===== src/rtl/ltpi_data_channel_controller_xfer_if.sv =====
// Purpose: groups the request, link TX, link RX and completion signals of the
//          LTPI data-channel controller transfer block into one bundle.
// Ports:   slave = controller block view, master = requester/link view.
interface ltpi_data_channel_controller_xfer_if #(
  parameter int REQ_WIDTH  = 32,
  parameter int REQ_DEPTH  = 8,
  parameter int RESP_WIDTH = 32,
  parameter int TAG_WIDTH  = 4
);
  localparam int CNT_W = $clog2(REQ_DEPTH) + 1;

  // local request side
  logic [REQ_WIDTH-1:0]  req_data;
  logic                  req_valid;
  logic                  req_ready;
  logic [CNT_W-1:0]      req_count;
  // link TX side
  logic [REQ_WIDTH-1:0]  tx_data;
  logic [TAG_WIDTH-1:0]  tx_tag;
  logic                  tx_valid;
  logic                  tx_ready;
  // link RX side (no backpressure)
  logic [RESP_WIDTH-1:0] rx_data;
  logic [TAG_WIDTH-1:0]  rx_tag;
  logic                  rx_valid;
  // completion side
  logic [RESP_WIDTH-1:0] resp_data;
  logic [1:0]            resp_status;
  logic                  resp_valid;
  logic                  resp_ready;
  logic                  err_unexp_tag;

  modport slave (
    input  req_data, req_valid, tx_ready, rx_data, rx_tag, rx_valid, resp_ready,
    output req_ready, req_count, tx_data, tx_tag, tx_valid,
           resp_data, resp_status, resp_valid, err_unexp_tag
  );

  modport master (
    output req_data, req_valid, tx_ready, rx_data, rx_tag, rx_valid, resp_ready,
    input  req_ready, req_count, tx_data, tx_tag, tx_valid,
           resp_data, resp_status, resp_valid, err_unexp_tag
  );
endinterface


===== src/rtl/ltpi_data_channel_controller_xfer.sv =====
// Purpose: controller-side LTPI data-channel initiator; buffers local requests,
//          issues them one at a time with a rolling tag, returns the tagged response
//          or a timeout completion.
// Latency: push->tx_valid 2 cycles from IDLE; matching rx->resp_valid 1 cycle;
//          tx handshake->timeout completion 1+TIMEOUT_CYCLES cycles.
// Backpressure: req_ready low only when the buffer is full; tx held until tx_ready;
//          completion held until resp_ready; rx cannot be stalled.
// Ports: clk, reset (async, active-low), bus (slave modport):
//          req_*  local request FIFO input and fill level
//          tx_*   request offered to the link with its tag
//          rx_*   tagged response strobe from the link
//          resp_* completion (status 00=OK, 01=TIMEOUT) to the local requester
//          err_unexp_tag  one-cycle pulse for any response that is not the awaited one
module ltpi_data_channel_controller_xfer #(
  parameter int REQ_WIDTH      = 32,
  parameter int REQ_DEPTH      = 8,
  parameter int RESP_WIDTH     = 32,
  parameter int TAG_WIDTH      = 4,
  parameter int TIMEOUT_CYCLES = 1024
) (
  input  logic clk,
  input  logic reset,
  ltpi_data_channel_controller_xfer_if.slave bus
);

  localparam int PTR_W = $clog2(REQ_DEPTH);
  localparam int CNT_W = PTR_W + 1;
  localparam int TMR_W = $clog2(TIMEOUT_CYCLES);

  localparam logic [CNT_W-1:0] CNT_FULL = CNT_W'(REQ_DEPTH);
  localparam logic [TMR_W-1:0] TMR_LAST = TMR_W'(TIMEOUT_CYCLES - 1);

  localparam logic [1:0] ST_OK      = 2'b00;
  localparam logic [1:0] ST_TIMEOUT = 2'b01;

  typedef enum logic [1:0] {
    S_IDLE,
    S_SEND,
    S_WAIT,
    S_DONE
  } state_t;

  // ---------------------------------------------------------------------------
  // State
  // ---------------------------------------------------------------------------
  state_t                state_q, state_d;
  logic [PTR_W-1:0]      wr_ptr_q, wr_ptr_d;
  logic [PTR_W-1:0]      rd_ptr_q, rd_ptr_d;
  logic [CNT_W-1:0]      count_q, count_d;
  logic [TAG_WIDTH-1:0]  tag_q, tag_d;
  logic [TMR_W-1:0]      timer_q, timer_d;
  logic [RESP_WIDTH-1:0] resp_data_q, resp_data_d;
  logic [1:0]            resp_status_q, resp_status_d;
  logic                  tx_valid_q, tx_valid_d;
  logic                  resp_valid_q, resp_valid_d;
  logic                  err_q, err_d;

  logic [REQ_WIDTH-1:0]  mem_q [REQ_DEPTH];

  logic req_ready;
  logic push;
  logic pop;
  logic rx_match;

  // ---------------------------------------------------------------------------
  // Request buffer (first-word fall-through circular FIFO)
  // ---------------------------------------------------------------------------
  // Full is judged on the registered count only, so a same-cycle pop does not
  // open the buffer for a push.
  assign req_ready = (count_q != CNT_FULL);
  assign push      = bus.req_valid && req_ready;
  // tx_valid_q is high exactly while the FSM sits in SEND.
  assign pop       = tx_valid_q && bus.tx_ready;

  always_comb begin
    wr_ptr_d = wr_ptr_q;
    rd_ptr_d = rd_ptr_q;
    count_d  = count_q;
    if (push) begin
      wr_ptr_d = wr_ptr_q + PTR_W'(1);
    end
    if (pop) begin
      rd_ptr_d = rd_ptr_q + PTR_W'(1);
    end
    case ({push, pop})
      2'b10:   count_d = count_q + CNT_W'(1);
      2'b01:   count_d = count_q - CNT_W'(1);
      default: count_d = count_q;
    endcase
  end

  // Storage is not reset: the pointers define which entries are live, so a
  // reset discards everything simply by clearing them.
  always_ff @(posedge clk) begin
    if (push) begin
      mem_q[wr_ptr_q] <= bus.req_data;
    end
  end

  // ---------------------------------------------------------------------------
  // Transaction FSM
  // ---------------------------------------------------------------------------
  assign rx_match = bus.rx_valid && (state_q == S_WAIT) && (bus.rx_tag == tag_q);

  always_comb begin
    state_d       = state_q;
    tag_d         = tag_q;
    timer_d       = timer_q;
    resp_data_d   = resp_data_q;
    resp_status_d = resp_status_q;
    // Any response that is not the awaited one, in any state, is flagged and dropped.
    err_d         = bus.rx_valid && !rx_match;

    case (state_q)
      S_IDLE: begin
        if (count_q != '0) begin
          state_d = S_SEND;
        end
      end

      S_SEND: begin
        if (bus.tx_ready) begin
          timer_d = '0;
          state_d = S_WAIT;
        end
      end

      S_WAIT: begin
        timer_d = timer_q + TMR_W'(1);
        // A matching response in the last timer cycle takes priority over timeout.
        if (rx_match) begin
          resp_data_d   = bus.rx_data;
          resp_status_d = ST_OK;
          state_d       = S_DONE;
        end else if (timer_q == TMR_LAST) begin
          resp_data_d   = '0;
          resp_status_d = ST_TIMEOUT;
          state_d       = S_DONE;
        end
      end

      S_DONE: begin
        if (bus.resp_ready) begin
          tag_d         = tag_q + TAG_WIDTH'(1);
          resp_data_d   = '0;
          resp_status_d = ST_OK;
          state_d       = S_IDLE;
        end
      end

      default: state_d = S_IDLE;
    endcase

    // Handshake strobes are registered straight from the next state.
    tx_valid_d   = (state_d == S_SEND);
    resp_valid_d = (state_d == S_DONE);
  end

  always_ff @(posedge clk or negedge reset) begin
    if (!reset) begin
      state_q       <= S_IDLE;
      wr_ptr_q      <= '0;
      rd_ptr_q      <= '0;
      count_q       <= '0;
      tag_q         <= '0;
      timer_q       <= '0;
      resp_data_q   <= '0;
      resp_status_q <= ST_OK;
      tx_valid_q    <= 1'b0;
      resp_valid_q  <= 1'b0;
      err_q         <= 1'b0;
    end else begin
      state_q       <= state_d;
      wr_ptr_q      <= wr_ptr_d;
      rd_ptr_q      <= rd_ptr_d;
      count_q       <= count_d;
      tag_q         <= tag_d;
      timer_q       <= timer_d;
      resp_data_q   <= resp_data_d;
      resp_status_q <= resp_status_d;
      tx_valid_q    <= tx_valid_d;
      resp_valid_q  <= resp_valid_d;
      err_q         <= err_d;
    end
  end

  // ---------------------------------------------------------------------------
  // Outputs
  // ---------------------------------------------------------------------------
  assign bus.req_ready     = req_ready;
  assign bus.req_count     = count_q;
  // Buffer head is only presented while offered, keeping the bus quiet otherwise.
  assign bus.tx_data       = tx_valid_q ? mem_q[rd_ptr_q] : '0;
  assign bus.tx_tag        = tx_valid_q ? tag_q : '0;
  assign bus.tx_valid      = tx_valid_q;
  assign bus.resp_data     = resp_data_q;
  assign bus.resp_status   = resp_status_q;
  assign bus.resp_valid    = resp_valid_q;
  assign bus.err_unexp_tag = err_q;

endmodule


===== src/flat_wrapper.sv =====
// flat-port wrapper written by rule: the top's interface ports become plain ports
module ltpi_data_channel_controller_xfer_flat 
#(
  parameter int REQ_WIDTH      = 32,
  parameter int REQ_DEPTH      = 8,
  parameter int RESP_WIDTH     = 32,
  parameter int TAG_WIDTH      = 4,
  parameter int TIMEOUT_CYCLES = 1024
)
  (clk, reset, bus_req_data, bus_req_valid, bus_tx_ready, bus_rx_data, bus_rx_tag, bus_rx_valid, bus_resp_ready, bus_req_ready, bus_req_count, bus_tx_data, bus_tx_tag, bus_tx_valid, bus_resp_data, bus_resp_status, bus_resp_valid, bus_err_unexp_tag);
  ltpi_data_channel_controller_xfer_if #(.REQ_WIDTH(REQ_WIDTH), .REQ_DEPTH(REQ_DEPTH), .RESP_WIDTH(RESP_WIDTH), .TAG_WIDTH(TAG_WIDTH)) bus_i ();
  input  logic clk;
  input  logic reset;
  input wire logic [$bits(bus_i.req_data)-1:0] bus_req_data;
  input wire logic [$bits(bus_i.req_valid)-1:0] bus_req_valid;
  input wire logic [$bits(bus_i.tx_ready)-1:0] bus_tx_ready;
  input wire logic [$bits(bus_i.rx_data)-1:0] bus_rx_data;
  input wire logic [$bits(bus_i.rx_tag)-1:0] bus_rx_tag;
  input wire logic [$bits(bus_i.rx_valid)-1:0] bus_rx_valid;
  input wire logic [$bits(bus_i.resp_ready)-1:0] bus_resp_ready;
  output wire logic [$bits(bus_i.req_ready)-1:0] bus_req_ready;
  output wire logic [$bits(bus_i.req_count)-1:0] bus_req_count;
  output wire logic [$bits(bus_i.tx_data)-1:0] bus_tx_data;
  output wire logic [$bits(bus_i.tx_tag)-1:0] bus_tx_tag;
  output wire logic [$bits(bus_i.tx_valid)-1:0] bus_tx_valid;
  output wire logic [$bits(bus_i.resp_data)-1:0] bus_resp_data;
  output wire logic [$bits(bus_i.resp_status)-1:0] bus_resp_status;
  output wire logic [$bits(bus_i.resp_valid)-1:0] bus_resp_valid;
  output wire logic [$bits(bus_i.err_unexp_tag)-1:0] bus_err_unexp_tag;
  assign bus_i.req_data = bus_req_data;
  assign bus_i.req_valid = bus_req_valid;
  assign bus_i.tx_ready = bus_tx_ready;
  assign bus_i.rx_data = bus_rx_data;
  assign bus_i.rx_tag = bus_rx_tag;
  assign bus_i.rx_valid = bus_rx_valid;
  assign bus_i.resp_ready = bus_resp_ready;
  assign bus_req_ready = bus_i.req_ready;
  assign bus_req_count = bus_i.req_count;
  assign bus_tx_data = bus_i.tx_data;
  assign bus_tx_tag = bus_i.tx_tag;
  assign bus_tx_valid = bus_i.tx_valid;
  assign bus_resp_data = bus_i.resp_data;
  assign bus_resp_status = bus_i.resp_status;
  assign bus_resp_valid = bus_i.resp_valid;
  assign bus_err_unexp_tag = bus_i.err_unexp_tag;
  ltpi_data_channel_controller_xfer #(.REQ_WIDTH(REQ_WIDTH), .REQ_DEPTH(REQ_DEPTH), .RESP_WIDTH(RESP_WIDTH), .TAG_WIDTH(TAG_WIDTH), .TIMEOUT_CYCLES(TIMEOUT_CYCLES)) u_core (.clk(clk), .reset(reset), .bus(bus_i));
endmodule

===== config.mk =====
export PLATFORM = sky130hd
export DESIGN_NAME = ltpi_data_channel_controller_xfer_flat
export DESIGN_NICKNAME = d
export VERILOG_FILES = /design/src/rtl/ltpi_data_channel_controller_xfer_if.sv /design/src/rtl/ltpi_data_channel_controller_xfer.sv /design/src/flat_wrapper.sv
export SDC_FILE = /design/constraint.sdc
export NUM_CORES = 1
export LEC_CHECK = 0
export ABC_CLOCK_PERIOD_IN_PS = 4500
export CAP_MARGIN = 30
export CORE_MARGIN = 5
export CORE_UTILIZATION = 35
export DETAILED_ROUTE_END_ITERATION = 7
export PLACE_DENSITY = 0.59
export SYNTH_ARGS = -nofsm -noshare
export SYNTH_HDL_FRONTEND = slang
export SYNTH_SLANG_ARGS = --single-unit

===== constraint.sdc =====
create_clock -name clk -period 4.5 [get_ports clk]
set_input_delay 0.675 -clock clk [delete_from_list [all_inputs] [get_ports clk]]
set_output_delay 0.675 -clock clk [all_outputs]
set_load 0.1 [all_outputs]

* Yosys cells after proc, flatten, opt, wreduce, memory -nomap -nowiden
Memory sizes are Yosys's and may differ from the RTL's.
Cells that the tools add are included.
W data, S select, Z words.
** Word-level totals
- Register bits after elaboration :: 63
- Input port bits :: 74
- Memories kept :: 1
- Word-level logic and storage cells :: 66
- Output and inout bits :: 78
- Memory bits (writable) :: 256
** Memories
- u_core.mem_q :: words 8, width 32, rd ports 1, clocked after Yosys merged registers in 0, wr ports 1, line ltpi_data_channel_controller_xfer.sv:58 : logic [REQ_WIDTH-1:0] mem_q [REQ_DEPTH];
** Operators by class
- Mux-type cells :: 21
- Reduce and logical (&&, ||, !) cells :: 14
- Add/sub/neg operators :: 6
- Eq/ne operators :: 13
** Operators by type and width (number)
- $mux W32 :: 4
- $pmux W32 S2 :: 1
- $pmux W10 S2 :: 1
- $mux W2 :: 8
- $add A10 B1 Y10 const B :: 1
- $eq A10 B10 Y1 const B :: 1
- $mux W10 :: 1
- $add A4 B1 Y4 const B :: 2
- $eq A2 B2 Y1 const B :: 4
- $pmux W2 S4 :: 1
- $pmux W4 S2 :: 1
- $add A3 B1 Y3 const B :: 2
- $eq A2 B1 Y1 const B :: 3
- $reduce_bool A2 Y1 :: 3
- $logic_and A1 B1 Y1 :: 5
- $eq A4 B4 Y1 :: 1
- $mux W4 :: 1
- $ne A2 B2 Y1 const B :: 2
- $ne A4 B4 Y1 const B :: 1
- $pmux W2 S2 :: 1
- $reduce_and A2 Y1 :: 2
- $reduce_bool A4 Y1 :: 1
- $sub A4 B1 Y4 const B :: 1
- $ne A3 B2 Y1 const B :: 1
- 4 further kinds :: 5

* Logic depth before layout (Yosys ltp)
- Depth after elaboration :: 6
- Mapped depth :: 9
- Mapped depth without buffers :: 9

* Worst setup path before layout
No wires, ideal clock.
- Path type :: register -> register
- Start point :: register u_core.count_q[2], in the netlist u_core.bus.req_count[2]
- End point :: memory u_core.mem_q[0][0], enable pin
- Path slack :: -1.317 ns
- Buffers on the path :: 0
- Clock period less this slack :: 5.817 ns
- Required time :: 3.997 ns
- Data arrival time :: 5.315 ns
- Stages on the path, launching flop included :: 5
- Library setup time :: 0.503 ns
- Cell sequence :: dfrtp_1 nor3_1 nand2_1 nand2_1 nor4_1
** On the way
- Longest elaborated chain between the ends :: 4
** RTL lines
- from (decl) :: line ltpi_data_channel_controller_xfer.sv:49 : logic [CNT_W-1:0] count_q, count_d;
- from (signal assigned) :: line ltpi_data_channel_controller_xfer.sv:176 : count_q <= count_d;
- $ne A4 B4 Y1 :: line ltpi_data_channel_controller_xfer.sv:70 : assign req_ready = (count_q != CNT_FULL);
- via bus_req_ready :: line flat_wrapper.sv:21 : output wire logic [$bits(bus_i.req_ready)-1:0] bus_req_ready;
- $logic_and A1 B1 Y1 :: line ltpi_data_channel_controller_xfer.sv:71 : assign push = bus.req_valid && req_ready;
- $mux W1 :: line ltpi_data_channel_controller_xfer.sv:95 : if (push) begin
- $mux W1 (not written as such) :: line ltpi_data_channel_controller_xfer.sv:96 : mem_q[wr_ptr_q] <= bus.req_data;
- to (decl) :: line ltpi_data_channel_controller_xfer.sv:58
The timed path passes the listed nets, and every way through them passes these cells.

* Worst setup path after layout
- Start point :: register u_core.rd_ptr_q[0]
- End point :: output bus_tx_data[25]
** On the way
- Longest elaborated chain between the ends :: 2
** RTL lines
- from (decl) :: line ltpi_data_channel_controller_xfer.sv:48 : logic [PTR_W-1:0] rd_ptr_q, rd_ptr_d;
- from (signal assigned) :: line ltpi_data_channel_controller_xfer.sv:175 : rd_ptr_q <= rd_ptr_d;
- $mem_v2 Z8 W32
- $mux W32 :: line ltpi_data_channel_controller_xfer.sv:193 : assign bus.tx_data = tx_valid_q ? mem_q[rd_ptr_q] : '0;
- to (decl) :: line flat_wrapper.sv:23 : output wire logic [$bits(bus_i.tx_data)-1:0] bus_tx_data;
No other way between the ends.

==> metrics.cfg <==
[run_status]
run_status = finished, final reports clean

[synth]
dominantRegCellSynth = sky130_fd_sc_hd__edfxtp_1
yosysWarnings = 0
synth_top_family_by_area = multiplexers
yosys-mux-area-fraction = 0.1434
synth-async-reset-ratio = 0.1950
syn-mean-instance-area_um2 = 19.63
synth_edf_count = 256
yosysUniqueCellTypes = 45
postSynthCellCount = 641
synth-compound-area-share = 0.03788
synth.net_count = 723
synthXorXnorAreaFrac = 0.01044
post_synth_fa_ha_maj_area_fraction = 0.008550
synth-simple-area-share = 0.04474
sequential_to_total_area_share_from_yosys_stat = 0.7341
post_synthesis_instance_area_um2 = 12590
flop_and_latch_count_out_of_synthesis = 318

[placement]
dp_hpwl_mm = 15.40
cell_total_after_placement = 1233
gp_congestion = 0.7499
place_worst_setup_slack_ns = 1.430
io_buffer_count = 150

[sta]
rsz0062_at_grt = false
timing.final.crit_period_ns = 3.516
final_hold_viol_count = 0
finalWorstSetupSlack_ns = 0.9837
timing_max_transition_violations_final = 0
ratio_of_final_minimum_period_to_clock_period = 0.7814
max_slew.worst_pin.slew_ns = 1.008
fmaxAchievable_mhz = 284.4
report.final.setup_viol = 0
skew_ns = 0.01821
max_slew_margin = 0.3261

[power]
power.ir.vdd_worst_v = 0.0005206
leakage_nw = 5.509
power_dens_cells_nw_per_um2 = 745.6

[die]
ios = 152
floorplan.initialDensity = 0.3538
die-width_um = 199.6
die_area_um2 = 39850
fp-row-count = 69
design.core.area_um2 = 35570
die_h_um = 199.6

[finish]
layout_commonest_cell = sky130_fd_sc_hd__edfxtp_1
most_used_cells_in_the_layout_excluding_fill_and_tap_cells = 256 x sky130_fd_sc_hd__edfxtp_1, 113 x sky130_fd_sc_hd__clkdlybuf4s50_1, 64 x sky130_fd_sc_hd__mux4_2
fin_cells = 1295
design.final.nets = 891
layout-drive-gt1-share = 0.2221
layout_filler_cell_count = 3101
area.growth.synth_to_final_pct = 24.26

[route]
met3_wirelength_mm = 2.013
first_pass_iters = 6
route.layer.met1.wl_mm = 11.50
finalWirelength_mm = 26.73
routed-via-count = 6417
wl_met2_mm = 12.67
drc = 0
detail_route.vias_per_cell = 4.955
first_iter_violations = 327
detail-route-antenna-nets = 0
post_drt_wl_per_cell_um = 20.64
top_layer = met5

[setup_path]
crit_path_max_fanout = 35
critical_path.endpoint_type = output pin
cp_data_required_time_ns = 3.83
crit_path_class = reg -> out
cp.arrival_ns = 2.84
kind_of_start_point_of_the_critical_path = flop

[clock_network]
cts.repair.resized = 0
clk_pin_slew_worst_paths_ns = 0.06
clk_latency_ns = 0.52
numCtsBuffers = 35
cts_max_level = 2
cts.root.buffer_cell = sky130_fd_sc_hd__clkbuf_16
max-clock-path-buffers = 3
cts-hold-fix-buffers = 0
postCtsSetupRepairBufs = 0
tritoncts = built
clkSinkCount = 318

[global_routing]
grt_pass1_vias = 6811
grt_max_degree = 67
grt_pass1_wl_mm = 40.79
antenna_found_initial = 2
tot_gr_track_use = 0.1330
grt_overflow_total = 0

[hold_path]
timing.hold.worst.class = in -> async

[run]
cap_violations = 0

## cells by family (layout without fill, tap and decap cells)
kind of cell             after synthesis  after routing
adder cells (fa/ha/maj)                8              8
other                                  1              2
buffers and inverters                 39            231
multiplexers                         100            100
AND/OR/NAND/NOR                       97             97
XOR/XNOR                              15             15
flip-flops                           318            318
AO/OA/AOI/OAI                         63             63
## flip-flops by register name (all words and copies together), names as in the netlist
name	count
u_core.bus.resp_status	1
u_core.mem_q	256
u_core.timer_q	10
u_core.bus.resp_data	32
u_core.bus.err_unexp_tag	1
u_core.state_q	2
u_core.bus.tx_valid	1
u_core.rd_ptr_q	3
u_core.wr_ptr_q	3
u_core.tag_q	4
u_core.bus.req_count	4
u_core.bus.resp_valid	1
## stage by stage
stage | hold WS (ns) | total power [W] | instance area, µm² | TNS [ns] | utilization
6_report | 0.1647 | 0.01166 | 15640 | 0 | 0.4397
5_1_grt | 0.1952 | 0.01223 | 15640 | 0 | 0.4396
4_1_cts | 0.1642 | 0.01185 | 15640 | 0 | 0.4396
3_5_place_dp | 0.4814 | 0.009090 | 14540 | 0 | 0.4086
3_3_place_gp | 0.4821 | 0.009067 | 14540 | 0 | 0.4086
2_1_floorplan | 0.3794 | 0.007837 | 12600 | -44.60 | -
## synthesized netlist by cell type, types with 6 or more instances
master | count | area [µm²]
sky130_fd_sc_hd__nor2_1 | 8 | 30.03
sky130_fd_sc_hd__and2_1 | 6 | 37.54
sky130_fd_sc_hd__buf_2 | 6 | 30.03
sky130_fd_sc_hd__a22o_1 | 33 | 289.0
sky130_fd_sc_hd__dfrtp_1 | 62 | 1551
sky130_fd_sc_hd__mux2i_1 | 34 | 340.3
sky130_fd_sc_hd__xnor2_1 | 10 | 87.58
sky130_fd_sc_hd__ha_1 | 7 | 87.58
sky130_fd_sc_hd__clkbuf_1 | 13 | 48.80
sky130_fd_sc_hd__mux4_2 | 64 | 1441
sky130_fd_sc_hd__nand3_1 | 6 | 30.03
sky130_fd_sc_hd__o21ai_0 | 15 | 75.07
sky130_fd_sc_hd__buf_4 | 9 | 67.56
sky130_fd_sc_hd__nand2_1 | 20 | 75.07
sky130_fd_sc_hd__edfxtp_1 | 256 | 7687
sky130_fd_sc_hd__nor2b_1 | 33 | 206.5
## final timing paths
path                                                from  depth (start not counted)                  endpoint  slack, ns
worst min-delay path                               reset                          1  u_core.bus.resp_data[21]       0.16
worst max register to register       u_core.bus.tx_valid                          9   u_core.bus.req_count[3]       1.86
max in group asynchronous                          reset                          2  u_core.bus.resp_data[10]       3.43
worst max-delay path                  u_core.rd_ptr_q[0]                          5           bus_tx_data[25]       0.98
worst min register to register  u_core.bus.resp_data[10]                          1  u_core.bus.resp_data[10]       0.50
min in group clk                u_core.bus.resp_data[10]                          1  u_core.bus.resp_data[10]       0.50
## final cells by class
type | count | area (µm²) | area share
inverters | 5 | 18.77 | 0.001200
well taps | 461 | 576.8 | 0.03688
clock inverters | 17 | 150.1 | 0.009601
diodes | 1 | 2.502 | 0.0001600
clock buffers | 44 | 950.9 | 0.06081
repair buffers | 165 | 1544 | 0.09873
multi-input cells | 284 | 3151 | 0.2015
flip-flops and latches | 318 | 9245 | 0.5912
## routing by layer
metal,vias up,global-route usage
met5,-,0
met4,2,0.03547
met3,46,0.03574
met2,189,0.2175
met1,3277,0.1776
li1,2903,-
## worst max-delay path, cell delays in order, from the launching register on
cell and delay [ns]:
sky130_fd_sc_hd__dfrtp_4 0.91, sky130_fd_sc_hd__buf_4 0.38, sky130_fd_sc_hd__mux4_2 0.53, sky130_fd_sc_hd__mux2i_1 0.18, sky130_fd_sc_hd__nor2b_1 0.07, sky130_fd_sc_hd__buf_4 0.23
## where the power goes
group	total (W)	switching, W	internal [W]
clock	0.00273	0.00111	0.00161
combinational	0.00478	0.00325	0.00153
sequential	0.00415	0.000418	0.00373
total	0.0117	0.00478	0.00688
Note: power is estimated with default switching activity, not from simulation.
